==> src/rtl/asfifo_wptr_gen.sv <==
// Write-side pointer engine of the asynchronous FIFO (write clock domain).
// Keeps the binary write pointer and publishes a registered gray pointer; derives full/level from the synced read pointer.
module asfifo_wptr_gen #(
  parameter int AW        = 4,
  parameter int PIPE_LINE = 0,
  parameter int U_DLY     = 1
) (
  input  logic          clk_sys,
  input  logic          rst_n,
  input  logic          wr_en,
  input  logic [AW:0]   rd_gptr_sync,
  output logic [AW-1:0] wr_addr,
  output logic          wr_push,
  output logic [AW:0]   wr_gptr,
  output logic          full,
  output logic [AW:0]   wr_cnt,
  output logic          wr_err
);

  // U_DLY only shapes behavioural timing; this model uses zero-delay assignments throughout.
  localparam int PIPE_N = PIPE_LINE + (0 * U_DLY);

  function automatic logic [AW:0] bin2gray(input logic [AW:0] b);
    return b ^ (b >> 1);
  endfunction

  function automatic logic [AW:0] gray2bin(input logic [AW:0] g);
    logic [AW:0] b;
    b[AW] = g[AW];
    for (int i = AW - 1; i >= 0; i--) begin
      b[i] = b[i+1] ^ g[i];
    end
    return b;
  endfunction

  logic [AW:0] wbin_r;
  logic [AW:0] wbin_nxt_s;
  logic [AW:0] wgray_nxt_s;
  logic [AW:0] rbin_s;
  logic [AW:0] full_cmp_s;
  logic        push_s;
  logic        full_r;
  logic        err_r;
  logic [AW:0] cnt_r;
  logic [AW:0] gray_r [0:PIPE_N];

  assign push_s = wr_en & ~full_r;

  // Next-pointer arithmetic and read-pointer decode.
  always_comb begin
    wbin_nxt_s  = wbin_r + {{AW{1'b0}}, push_s};
    wgray_nxt_s = bin2gray(wbin_nxt_s);
    rbin_s      = gray2bin(rd_gptr_sync);
    // Full when the write pointer sits one full lap ahead: top two gray bits inverted.
    full_cmp_s  = {~rd_gptr_sync[AW:AW-1], rd_gptr_sync[AW-2:0]};
  end

  // Binary pointer, full flag, level and overflow strobe.
  always_ff @(posedge clk_sys) begin
    if (!rst_n) begin
      wbin_r <= {(AW+1){1'b0}};
      full_r <= 1'b0;
      cnt_r  <= {(AW+1){1'b0}};
      err_r  <= 1'b0;
    end else begin
      wbin_r <= wbin_nxt_s;
      full_r <= (wgray_nxt_s == full_cmp_s);
      cnt_r  <= wbin_nxt_s - rbin_s;
      err_r  <= wr_en & full_r;
    end
  end

  // Base gray register always loads the next value, so the output never sees combinational gray.
  always_ff @(posedge clk_sys) begin
    if (!rst_n) begin
      gray_r[0] <= {(AW+1){1'b0}};
    end else begin
      gray_r[0] <= wgray_nxt_s;
    end
  end

  for (genvar s = 1; s <= PIPE_N; s++) begin : g_pipe
    // Extra delay stage on the published gray pointer.
    always_ff @(posedge clk_sys) begin
      if (!rst_n) begin
        gray_r[s] <= {(AW+1){1'b0}};
      end else begin
        gray_r[s] <= gray_r[s-1];
      end
    end
  end

  assign wr_addr = wbin_r[AW-1:0];
  assign wr_push = push_s;
  assign wr_gptr = gray_r[PIPE_N];
  assign full    = full_r;
  assign wr_cnt  = cnt_r;
  assign wr_err  = err_r;

endmodule

==> config.mk <==
export PLATFORM = sky130hd
export DESIGN_NAME = asfifo_wptr_gen
export DESIGN_NICKNAME = d
export VERILOG_FILES = /design/src/rtl/asfifo_wptr_gen.sv
export SDC_FILE = /design/constraint.sdc
export NUM_CORES = 1
export LEC_CHECK = 0
export ABC_CLOCK_PERIOD_IN_PS = 7400
export CORE_MARGIN = 1
export CORE_UTILIZATION = 28
export CTS_CLUSTER_SIZE = 16
export DETAILED_ROUTE_END_ITERATION = 10
export GPL_TIMING_DRIVEN = 0
export REMOVE_ABC_BUFFERS = 1
export SLEW_MARGIN = 20
export SYNTH_ARGS = -nofsm -noshare
export SYNTH_HDL_FRONTEND = slang
export SYNTH_SLANG_ARGS = --single-unit
==> constraint.sdc <==
create_clock -name clk_sys -period 7.4 [get_ports clk_sys]
set_input_delay 1.85 -clock clk_sys [delete_from_list [all_inputs] [get_ports clk_sys]]
set_output_delay 1.85 -clock clk_sys [all_outputs]
set_load 0.05 [all_outputs]
# Yosys cells after proc, flatten, opt, wreduce, memory -nomap -nowiden
# Memories as Yosys holds them, arrays and structs flattened.
# Index checks and enable logic that the tools add are counted.
# totals
reg_bits	12
mem_bits_rw	5
input_bits	8
out_inout_bits	17
memories	1
# mem_list
name	depth	width	rd	rd_ports_with_merged_regs	write_ports	line_no	source
gray_r	1	5	1	0	1	45	logic [AW:0] gray_r [0:PIPE_N];
# op_classes
n_addsub	2
n_eq_ne	1
n_mux	4
n_bitwise	9
reduce_logical	1
# op_table
operator	n
$add 5x1->5	1
$eq 5x5->1	1
$mux 5	1
$reduce_or 5->1	1
$sub 5x5->5	1
$xor 5x4->5	1
$xor 1x1->1	4
$mux 1	3
$and 1x1->1	2
$not 2->2	1
$not 1->1	1

# Longest topological paths before layout
# logic_depth
ltp_word	5
mapped_depth	11
ltp_nobuf	11

# Worst setup path before layout
# Ideal clock, no wire load.
# synth_timing
kind	input to output
startpoint	input port wr_en
endpoint	output port wr_push
arrival_time_ps	2593
t_required_ps	5550
slack_ps	2957
cell_stages	1
path_buffers	0
cell_sequence	nor2b_1
# synth_via
elab_chain_cells	1
# synth_lines
item	line_no	source
start, declared	10	input logic wr_en,
$and 1x1->1	47	assign push_s = wr_en & ~full_r;
end, declared	13	output logic wr_push,
# No other way between the ends.

# Worst setup path in the final report
# Same ends and word-level chain as after synthesis.

==> results by group <==
Outcome
  – Outcome: complete, no violations

Cells and area
  – Ant. Diodes: 0
  – Synth-to-Final Area Change: 39.4%
  – Layout cells sized above 1: 5.71%
  – # nets final: 121
  – Final core utilization: 40.8%
  – FILL cells: 275

Synthesis
  – Compound-Gate Fraction of Synth Area: 5.00%
  – Largest family of logic cells by synthesized area: XOR/XNOR gates
  – Count leader, synth: dfxtp_1
  – Ys flop type: dfxtp_1
  – Top cell type's share of synthesized area: 40.0%
  – Register area share after synthesis: 40.0%
  – Post-synthesis mux area share: 0%
  – Gate count after technology mapping: 77
  – Post-synth EDFFs: 0
  – Post-synthesis register bit count: 16
  – Area contributors post-synth: dfxtp_1 (40%), xnor2_1 (9.8%), ha_1 (9.4%)
  – Adder-Cell Fraction of Synth Area: 11.9%
  – Mean Syn Cell Area: 10.4 um2
  – Post-synth top cells: dfxtp_1 (16), xnor2_1 (9), nor2_1 (8), ha_1 (6), and2_1 (5)
  – Simple-gate share of the synthesized area: 16.9%
  – Mapped Area: 801 um2
  – Post-synthesis xor/xnor area fraction: 23.9%
  – Ys Warns: 0
  – Distinct cell type count after synthesis: 24
  – Asr flop ratio synth: 0%
  – Cell taking the most area after synthesis: dfxtp_1

STA
  – Peak Freq: 194 MHz
  – Tmin final: 5160 ps
  – Tcrit/Tclk final: 69.7%
  – Least-Margin Pin Slew: 494 ps
  – Hold Fails Final Rpt: 0
  – Setup TNS: 0 ps
  – RSZ-0062 raised after global routing: false
  – Clk_skew: 3.34 ps
  – Relative slew slack: 66.9%
  – Max Transition Viols Final: 0
  – Final setup vio count: 0

Clocking
  – CTS clk-pin slew, worst paths: 90 ps
  – CTS tree: yes
  – Hold_buf cts: 0
  – CTS resizes: 0
  – CTS Buffer Depth: 2
  – Skew-Pair Late Insertion Delay: 280 ps
  – # clock sinks: 16
  – Clock Root Buffer: clkbuf_4
  – CTS H-tree lvls: 1
  – Post-CTS Setup Repair Bufs: 0
  – Num CTS Buffers: 3

Floorplan
  – Full die area: 0.00308 mm2
  – Core Rows: 19
  – Die Width: 55.5 um
  – Die span in y: 55.5 um
  – Initial Util: 29.3%
  – # IOs: 25
  – Core area: 0.00273 mm2

Setup path
  – CP max FO: 2
  – CP Data Arrival Time: 3310 ps
  – Critical path endpoint category: output pin
  – Crit-path cells: clkdlybuf4s50_1 -> nor2b_1 -> clkdlybuf4s50_1
  – Slowest Stage Delay on Critical Path: 820 ps
  – CP most frequent cell: clkdlybuf4s50_1
  – Crit path required time: 5550 ps
  – Critical path launch point type: primary input
  – Slowest cell on the critical path: clkdlybuf4s50_1
  – Setup Crit Path Kind: primary input to output pin

Global routing
  – Largest net degree at the start of global routing: 11
  – Total congestion overflow: 0
  – First-pass GRT wire length: 2490 um
  – GRT Util Overall: 10.3%
  – Initial antenna violation count: 0
  – Vias in the first global route: 600

Power
  – Power per cell area: 235 mW/mm2
  – Part of the power in registers: 37.6%
  – Tot Pwr: 0.000262 W
  – Comb pwr share: 40.4%
  – Psw: 0.0000937 W
  – Leakage: 0.481 nW
  – Clock power frac: 22.0%
  – Worst IR Drop VDD: 0.000106 V
  – P_int: 0.000168 W
  – Switch share: 35.7%

Min path
  – Worst min-delay path class: flip-flop to flip-flop

Route
  – Vias: 602
  – Antenna Nets Post-Route: 0
  – Detailed Route Iter0 Violations: 3
  – Final WL: 1430 um
  – WL per Instance: 10.5 um
  – TritonRoute pass-1 iters: 4
  – Drc violations: 0
  – Vias per cell: 4.43

Place
  – Placer congestion estimate: 0.703
  – I/O Buffers: 24
  – Post-DP HPWL: 1150 um

Flow run
  – Total of max-cap violations: 0
==> area by class of cell <==
cell class	count	area (um2)	area share (%)
Clock buffer	4	36.3	3.25
Inverter	5	18.8	1.68
Multi-Input combinational cell	56	462	41.4
Sequential cell	16	320	28.7
Tap cell	31	38.8	3.48
Timing Repair Buffer	24	240	21.5
==> cell usage in the layout, fill, tap and decap left out, types with 2 or more instances in the layout <==
cell and count:
a21oi_1 2, and2_1 5, and3_1 3, clkbuf_4 3, clkdlybuf4s50_1 24, dfxtp_1 16, ha_1 6, inv_1 4
nor2_1 8, nor2b_1 2, nor3_1 4, xnor2_1 9, xnor3_1 2, xor2_1 4
==> critical path, delay by kind of cell <==
kind | cells | cell delay, ps
simple gates | 1 | 170
buf+inv | 2 | 1280
==> path summary, 6_finish.rpt <==
| check | startpoint | endpoint | slack [ps] | cells after the start |
|---|---|---|---|---|
| min reg2reg | full | wr_err | 510 | 1 |
| max | wr_en | wr_push | 2240 | 3 |
| min | full | wr_err | 510 | 1 |
| max reg2reg | full | wr_cnt[4] | 5140 | 9 |
==> per-layer routing <==
| layer | wire [um] | vias up | GRT usage [%] |
|---|---|---|---|
| met4 | 10 | 0 | 5.36 |
| met5 | 0 | - | 0 |
| met2 | 698 | 15 | 17.6 |
| met1 | 649 | 276 | 11.7 |
| met3 | 71 | 2 | 2.81 |
| li1 | - | 309 | - |
==> power by group through the flow <==
stage / Sequential, W / Combinational, W / Clock, W
after CTS: 0.0000988 / 0.000107 / 0.0000593
final: 0.0000985 / 0.000106 / 0.0000576
after global routing: 0.0000997 / 0.000114 / 0.0000627
after floorplan: 0.000135 / 0.0000412 / 0
after detailed placement: 0.000101 / 0.000107 / 0
after global placement: 0.000101 / 0.000106 / 0
==> per-stage QoR <==
| stage | hold slack, ps | worst slack, ps | instances | cell area [um2] |
|---|---|---|---|---|
| after floorplan | 731 | 2960 | 77 | 801 |
| after detailed placement | 491 | 2240 | 132 | 1080 |
| after global placement | 483 | 2220 | 132 | 1080 |
| after global routing | 534 | 2190 | 136 | 1120 |
| final | 506 | 2240 | 136 | 1120 |
| after CTS | 511 | 2230 | 136 | 1120 |
==> cells by family (layout without fill, tap and decap cells) <==
family                   Yosys count  after routing
AND/OR/NAND/NOR                   26             26
XOR/XNOR                          17             17
AO/OA/AOI/OAI                      6              6
flip-flops                        16             16
buffers and inverters              5             33
adder cells (fa/ha/maj)            7              7
==> flip-flops by register name, indices dropped and copies added, names as in the netlist <==
signal	count
wr_cnt	5
wr_err	1
wbin_r	5
gray_r	4
full	1
No activity file was read; power rests on OpenSTA's default activity.
